<file path="config.mk">
export PLATFORM = sky130hd
export DESIGN_NAME = cav4_freq_slew
export DESIGN_NICKNAME = d
export VERILOG_FILES = /design/src/rtl/cav4_freq_pkg.sv /design/src/rtl/cav4_freq_step_calc.sv /design/src/rtl/cav4_freq_slew.sv
export SDC_FILE = /design/constraint.sdc
export NUM_CORES = 1
export LEC_CHECK = 0
export BUFFER_PORTS_ARGS = -buffer_cell sky130_fd_sc_hd__buf_4
export CAP_MARGIN = 10
export CORE_MARGIN = 2
export CORE_UTILIZATION = 60
export CTS_BUF_LIST = sky130_fd_sc_hd__clkbuf_8
export DETAILED_ROUTE_END_ITERATION = 8
export PLACE_DENSITY = 0.8
export SLEW_MARGIN = 20
export SYNTH_ARGS = -nofsm -noshare
export SYNTH_HDL_FRONTEND = slang
export SYNTH_HIERARCHICAL = 1
export SYNTH_SLANG_ARGS = --single-unit
</file>
<file path="constraint.sdc">
create_clock -name clk -period 14 [get_ports clk]
set_input_delay 2.8 -clock clk [delete_from_list [all_inputs] [get_ports clk]]
set_output_delay 2.8 -clock clk [all_outputs]
set_load 0.02 [all_outputs]
</file>
<file path="src/rtl/cav4_freq_pkg.sv">
// Shared widths and FSM encoding for the cavity coarse-frequency slew block.
package cav4_freq_pkg;

  localparam int unsigned FREQ_W  = 28;
  localparam int unsigned STEP_W  = 20;
  localparam int unsigned DWELL_W = 16;

  typedef enum logic [1:0] {
    ST_IDLE  = 2'd0,
    ST_DWELL = 2'd1,
    ST_STEP  = 2'd2
  } state_e;

endpackage

</file>
<file path="src/rtl/cav4_freq_step_calc.sv">
// Saturating toward-target step: moves cur toward tgt by min(step_eff, |tgt-cur|).
module cav4_freq_step_calc
  import cav4_freq_pkg::*;
(
  input  logic signed [FREQ_W-1:0] cur,
  input  logic signed [FREQ_W-1:0] tgt,
  input  logic        [STEP_W-1:0] step,
  output logic signed [FREQ_W-1:0] next,
  output logic                     hit
);

  logic signed [FREQ_W:0] diff;
  logic        [FREQ_W:0] mag;
  logic        [FREQ_W:0] step_eff;

  always_comb begin
    // One guard bit keeps the full-scale difference from wrapping.
    diff     = {tgt[FREQ_W-1], tgt} - {cur[FREQ_W-1], cur};
    mag      = diff[FREQ_W] ? unsigned'(-diff) : unsigned'(diff);
    step_eff = (step == '0) ? (FREQ_W+1)'(1) : (FREQ_W+1)'(step);
    hit      = (mag <= step_eff);
    if (hit) begin
      next = tgt;
    end else if (diff[FREQ_W]) begin
      next = cur - FREQ_W'(step_eff);
    end else begin
      next = cur + FREQ_W'(step_eff);
    end
  end

endmodule

</file>
<file path="src/rtl/cav4_freq_slew.sv">
// Coarse cavity frequency slew controller: steps toward a target with a dwell between updates.
module cav4_freq_slew
  import cav4_freq_pkg::*;
(
  input  logic                      clk,
  input  logic                      rst_n,
  input  logic                      go,
  input  logic                      abort,
  input  logic signed [FREQ_W-1:0]  target,
  input  logic        [STEP_W-1:0]  step,
  input  logic        [DWELL_W-1:0] dwell,
  input  logic                      load,
  input  logic signed [FREQ_W-1:0]  load_val,
  output logic signed [FREQ_W-1:0]  coarse_freq,
  output logic                      busy,
  output logic                      done,
  output logic                      aborted
);

  state_e                    state_q, state_d;
  logic signed [FREQ_W-1:0]  coarse_q, coarse_d;
  logic signed [FREQ_W-1:0]  tgt_q, tgt_d;
  logic        [STEP_W-1:0]  step_q, step_d;
  logic        [DWELL_W-1:0] dwell_q, dwell_d;
  logic        [DWELL_W-1:0] cnt_q, cnt_d;
  logic                      done_q, done_d;
  logic                      aborted_q, aborted_d;

  logic signed [FREQ_W-1:0]  calc_next;
  logic                      calc_hit;

  cav4_freq_step_calc u_step_calc (
    .cur  (coarse_q),
    .tgt  (tgt_q),
    .step (step_q),
    .next (calc_next),
    .hit  (calc_hit)
  );

  always_ff @(posedge clk or negedge rst_n) begin
    if (!rst_n) begin
      state_q   <= ST_IDLE;
      coarse_q  <= '0;
      tgt_q     <= '0;
      step_q    <= '0;
      dwell_q   <= '0;
      cnt_q     <= '0;
      done_q    <= 1'b0;
      aborted_q <= 1'b0;
    end else begin
      state_q   <= state_d;
      coarse_q  <= coarse_d;
      tgt_q     <= tgt_d;
      step_q    <= step_d;
      dwell_q   <= dwell_d;
      cnt_q     <= cnt_d;
      done_q    <= done_d;
      aborted_q <= aborted_d;
    end
  end

  always_comb begin
    state_d   = state_q;
    coarse_d  = coarse_q;
    tgt_d     = tgt_q;
    step_d    = step_q;
    dwell_d   = dwell_q;
    cnt_d     = cnt_q;
    done_d    = 1'b0;
    aborted_d = 1'b0;
    unique case (state_q)
      ST_IDLE: begin
        // load has priority over go; abort vetoes go.
        if (load) begin
          coarse_d = load_val;
        end else if (go && !abort) begin
          tgt_d   = target;
          step_d  = step;
          dwell_d = dwell;
          if (target == coarse_q) begin
            done_d = 1'b1;
          end else begin
            state_d = ST_DWELL;
            cnt_d   = dwell;
          end
        end
      end
      ST_DWELL: begin
        if (abort) begin
          state_d   = ST_IDLE;
          aborted_d = 1'b1;
        end else if (cnt_q == '0) begin
          state_d = ST_STEP;
        end else begin
          cnt_d = cnt_q - DWELL_W'(1);
        end
      end
      ST_STEP: begin
        if (abort) begin
          state_d   = ST_IDLE;
          aborted_d = 1'b1;
        end else begin
          coarse_d = calc_next;
          if (calc_hit) begin
            done_d  = 1'b1;
            state_d = ST_IDLE;
          end else begin
            state_d = ST_DWELL;
            cnt_d   = dwell_q;
          end
        end
      end
      default: state_d = ST_IDLE;
    endcase
  end

  assign coarse_freq = coarse_q;
  assign busy        = (state_q != ST_IDLE);
  assign done        = done_q;
  assign aborted     = aborted_q;

endmodule

</file>
Yosys cells after proc, flatten, opt, wreduce, memory -nomap -nowiden
Cells that the tools add are included.
- $lt $le $gt $ge: 1
- reduce and logical (&&, ||, !) cells: 13
- multiplexer cells: 31
- bitwise gates (word level): 1
- equal/unequal tests: 12
- add/subtract/negate cells: 5
- operator list (kind ; number):
    $mux W16 ; 7
    $mux W28 ; 4
    $pmux W28 S2 ; 1
    $pmux W16 S3 ; 1
    $le A29 B29 Y1 ; 1
    $mux W29 ; 1
    $neg A29 Y29 ; 1
    $sub A28 B28 Y29 ; 1
    $add A28 B20 Y28 ; 1
    $eq A28 B28 Y1 ; 1
    $sub A28 B20 Y28 ; 1
    $logic_not A20 Y1 ; 1
    $mux W20 ; 1
    $logic_not A16 Y1 ; 1
    $ne A2 B2 Y1 const B ; 8
    $sub A16 B1 Y16 const B ; 1
    $mux W2 ; 5
    $mux W1 ; 9
    $reduce_and A8 Y1 ; 1
    $pmux W2 S3 ; 1
    $reduce_and A3 Y1 ; 2
    $reduce_and A4 Y1 ; 1
    $reduce_bool A2 Y1 ; 2
    $ne A3 B3 Y1 const B ; 1
    other kinds (9) ; 9
- input bits: 97
- register bits after elaboration: 112
- logic and storage cells: 71

Logic depth before layout (Yosys ltp)
- word-level depth: 7
- gate-level depth with buffers: 33

Cells and area by module
Netlist, hierarchy kept.
- modules (own cells, without submodules) (module ; instances ; sequential area each (µm²) ; area an instance (µm²) ; cells an instance):
    cav4_freq_slew ; 1 ; 2802.7 ; 5451.5 ; 463
    cav4_freq_step_calc ; 1 ; 0.0 ; 5071.1 ; 729

Worst setup path after synthesis
No wires, ideal clock.
- path type: register -> register
- from: register coarse_q[13], in the netlist coarse_freq[13]
- to: register cnt_q[10]
- buffers on the path: 7
- data arrival time: 6.881 ns
- period minus slack after synthesis: 7.006 ns
- cell stages (with the launch flop): 33
- slack: 6.994 ns
- required time: 13.875 ns
- cell sequence: dfrtp_1 > inv_1 > ha_1 > buf_2 > a211oi_2 > o21bai_1 > or3_1 > a311oi_1 > o21bai_1 > a21oi_1 > o21bai_1 > inv_1 > clkbuf_1 > buf_1 > o31ai_1 > xnor2_1 > ha_1 > and4_1 > a2111oi_0 > o211ai_1 > a31oi_1 > or3_1 > o21ai_0 > mux2_2 > a2111o_1 > nor4_2 > buf_4 > buf_8 > o21ai_0 > nor4bb_1 > buf_6 > buf_8 > mux2_4
- word-level cells in the longest chain between the ends: 6
- RTL lines (element ; line ; RTL):
    from (decl) ; cav4_freq_slew.sv:21 ; logic signed [FREQ_W-1:0] coarse_q, coarse_d;
    from (signal assigned) ; cav4_freq_slew.sv:52 ; coarse_q <= coarse_d;
    $sub A28 B28 Y29 (*) ; cav4_freq_step_calc.sv:18 ; diff = {tgt[FREQ_W-1], tgt} - {cur[FREQ_W-1], cur};
    $neg A29 Y29 ; cav4_freq_step_calc.sv:19 ; mag = diff[FREQ_W] ? unsigned'(-diff) : unsigned'(diff);
    $mux W29 (*) ; cav4_freq_step_calc.sv:19 ;
    $le A29 B29 Y1 (*) ; cav4_freq_step_calc.sv:21 ; hit = (mag <= step_eff);
    named net calc_hit ; cav4_freq_slew.sv:30 ; logic calc_hit;
    $ne A2 B2 Y1 (no line) (*) ; n/a ;
    $reduce_and A8 Y1 (no line) (*) ; n/a ;
    to (signal assigned) ; cav4_freq_slew.sv:56 ; cnt_q <= cnt_d;
    to (decl) ; cav4_freq_slew.sv:25 ; logic [DWELL_W-1:0] cnt_q, cnt_d;
Mark *: on every way through the listed nets, which the timed path passes. The rest lies on a longest branch.
A chain may end at the register's enable or synchronous reset.

Worst setup path in the final report
- from: register coarse_q[13], in the netlist coarse_freq[13]
- to: register cnt_q[5]
The elaborated chain is that of the path after synthesis.

==> reports/results.tsv <==
stage	metric	value	unit
status	status	complete, no violations	
drt	drc	0	
sta	fmax	129	MHz
min_path	hold_depth	1	
clock_network	cts_hold_buf	0	
clock_network	cts_made_buffers	9	
floorplan	die_w	136	um
synth	synth_edf_count	0	
floorplan	initial_utilization	0.610	
grt	grt_max_degree	77	
layout	diodes	0	
sta	slew_viol_final	0	
synth	ys_ff_latch	112	
drt	drt-initial-drc-count	781	
setup_path	cp_max_fo	27	
drt	vias_per_cell	6.21	
grt	grt_pass1_vias	9075	
clock_network	path_clk_slew	130	ps
sta	rsz0062_at_grt	false	
clock_network	clk_path_buf_depth	2	
place	dp.cells	1511	
drt	ant_nets	0	
setup_path	end_kind	register	
setup_path	crit_buf_inv	5	
setup_path	worstReg2RegStart	coarse_freq[13]	
setup_path	crit_cells	28	
layout	drive_gt1_frac	0.208	
floorplan	die_y	136	um
place	place_congestion	0.961	
setup_path	cpMaxStageDelayCell	a311oi_1	
grt	grt_overflow_total	0	
synth	synth_warnings	6	
sta	worstMarginPinSlew	1170	ps
sta	period_needed	7750	ps
clock_network	ctsRootBufferMaster	clkbuf_8	
synth	synth_cell_types	80	
floorplan	io_pins	128	
layout	fin_nets	1479	
layout	areaGrowthSynthToFinish	13.3	%
clock_network	cts_tree	yes	
sta	setup_tns	0	ps
floorplan	row_count	48	
synth	ys_seq_area_frac	0.266	
setup_path	critical_path_class	reg2reg	
setup_path	cp_data_arrival_time	8050	ps
clock_network	cts-htree-levels	3	
sta	hold_violations	0	
clock_network	cts_sinks	112	
min_path	holdCritPathClass	reg2reg	
sta	finalSetupViolations	0	
setup_path	critPathTopFamily	compound AO/OA/AOI/OAI gates	
clock_network	cts_setup_buffers	0	
grt	antenna_found_initial	0	
sta	finalClockSkew	16.2	ps
place	place_hpwl	23300	um
setup_path	worstSetupStartpointType	register	
clock_network	clk_latency	420	ps
floorplan	coreArea	0.0172	mm^2
setup_path	max_stage_delay	560	ps
synth	synth_nets	1373	
synth	ys_async_sr_fraction	1.00	
grt	grtUsageTotal	0.329	
synth	avgSynthCellArea	8.83	um^2
setup_path	rr_worst_depth	28	
setup_path	crit_required	14310	ps
setup_path	startpoint	coarse_freq[13]	
place	port_buffers	127	
drt	via_count	9483	
synth	syn-cell-area	0.0105	mm^2
floorplan	die-area	0.0186	mm^2
synth	ys.flop_type	dfrtp_1	
grt	grt_pass1_wl	47100	um
clock_network	cts_resized	0	
min_path	hp-start	step_q[3]	
drt	dr.pass1.iters	7	
sta	period_share	0.553	
setup_path	crit_top_cell	buf_4	
sta	relSlewSlack	0.210	
run	max_cap_viol_count	0	
layout	final_util	0.692	
drt	totalWireLength	30000	um
drt	wire_per_inst	19.7	um
layout	final_cells	1528	
synth	synthCells	1192	
[routing by layer]
metal | wire length (um) | share of wire | track usage | vias to the layer above
li1 | - | - | - | 4538
met1 | 13000 | 0.43 | 0.437 | 4486
met2 | 13700 | 0.46 | 0.526 | 387
met3 | 2180 | 0.073 | 0.0608 | 72
met4 | 1150 | 0.038 | 0.136 | 0
met5 | 0 | 0 | 0 | -
[worst reg2reg max path, delay by kind of cell, from the launching register on]
family / cells / cell delay [ps]
adder cells (fa/ha/maj): 2 / 740
multiplexers: 2 / 630
XOR/XNOR: 1 / 150
AO/OA/AOI/OAI: 13 / 2990
AND/OR/NAND/NOR: 5 / 1230
buffers and inverters: 5 / 1420
flip-flops: 1 / 470
[cell usage after synthesis, types with 5 or more instances]
cell type  instances  share of area
clkbuf_1          33          0.012
ha_1              82          0.098
mux2_1            13          0.014
a22oi_1           14          0.010
or3_1              7         0.0042
nor4_1            14         0.0083
and3_1            10         0.0059
a21o_1            15          0.011
nand2_1           64          0.023
mux2_4             8          0.011
mux2i_1           36          0.034
xor2_1            50          0.042
nor2b_1           13         0.0077
nand3_1           23          0.011
o41ai_1            5         0.0042
nand4_1           18          0.011
o21ai_0           62          0.029
o21a_1            17          0.012
a31oi_1           17          0.010
o211ai_1           5         0.0036
nor2_1            92          0.033
a21oi_1           98          0.047
dfrtp_1          112           0.27
inv_1             77          0.027
xnor2_1           65          0.054
mux2_2            85          0.091
nor3_1            29          0.014
o31ai_1           11         0.0078
nand2b_1          12         0.0071
and2_1             8         0.0048
o21bai_1          12         0.0086
[final timing paths]
| check | end | slack, ps |
|---|---|---|
| worst max-delay path | cnt_q[5] | 6250 |
| worst min-delay path | step_q[3] | 530 |
| worst max register to register | cnt_q[5] | 6250 |
| worst min register to register | step_q[3] | 530 |
| max in group asynchronous | tgt_q[25] | 10300 |
| min in group asynchronous | step_q[4] | 2330 |
[cell usage in the layout, fill, tap and decap left out, types with 50 or more instances in the layout]
cell type    n
o21ai_0     62
buf_4      136
mux2_2      85
xor2_1      50
xnor2_1     65
a21oi_1     98
nand2_1     64
nor2_1      92
ha_1        81
dfrtp_1    112
inv_1       77
[through the flow]
stage	setup slack [ps]	cell area, um^2	hold WS, ps
3_3_place_gp	6640	11700	491
6_report	6250	11900	527
3_5_place_dp	6380	11700	496
5_1_grt	5600	11900	554
2_1_floorplan	6990	10500	481
4_1_cts	6320	11900	526
[cells by family (layout without fill, tap and decap cells)]
logic type	after synthesis	count (layout)	share of synthesized area
compound gates	308	308	0.190
xor+xnor	115	115	0.0957
fa+ha+maj	84	84	0.101
buf+inv	120	231	0.0463
flops	112	112	0.266
mux	142	142	0.151
simple gates	311	311	0.150
[flip-flops by register name, indices dropped and copies added (netlist names)]
| register | flops |
|---|---|
| coarse_freq | 28 |
| tgt_q | 28 |
| state_q | 2 |
| step_q | 20 |
| dwell_q | 16 |
| aborted | 1 |
| cnt_q | 16 |
| done | 1 |
[cell type report]
cell class | instances | area (um^2)
Fill cell | 1389 | 5310
Clock buffer | 9 | 124
Clock inverter | 7 | 109
Inverter | 78 | 293
Timing Repair Buffer | 137 | 1030
Multi-Input combinational cell | 960 | 7280
Sequential cell | 112 | 2800
Tap cell | 225 | 282
Power is left out: the tool's default activity adds up to more than one toggle a clock period on the data nets, which glitch-free logic cannot reach.
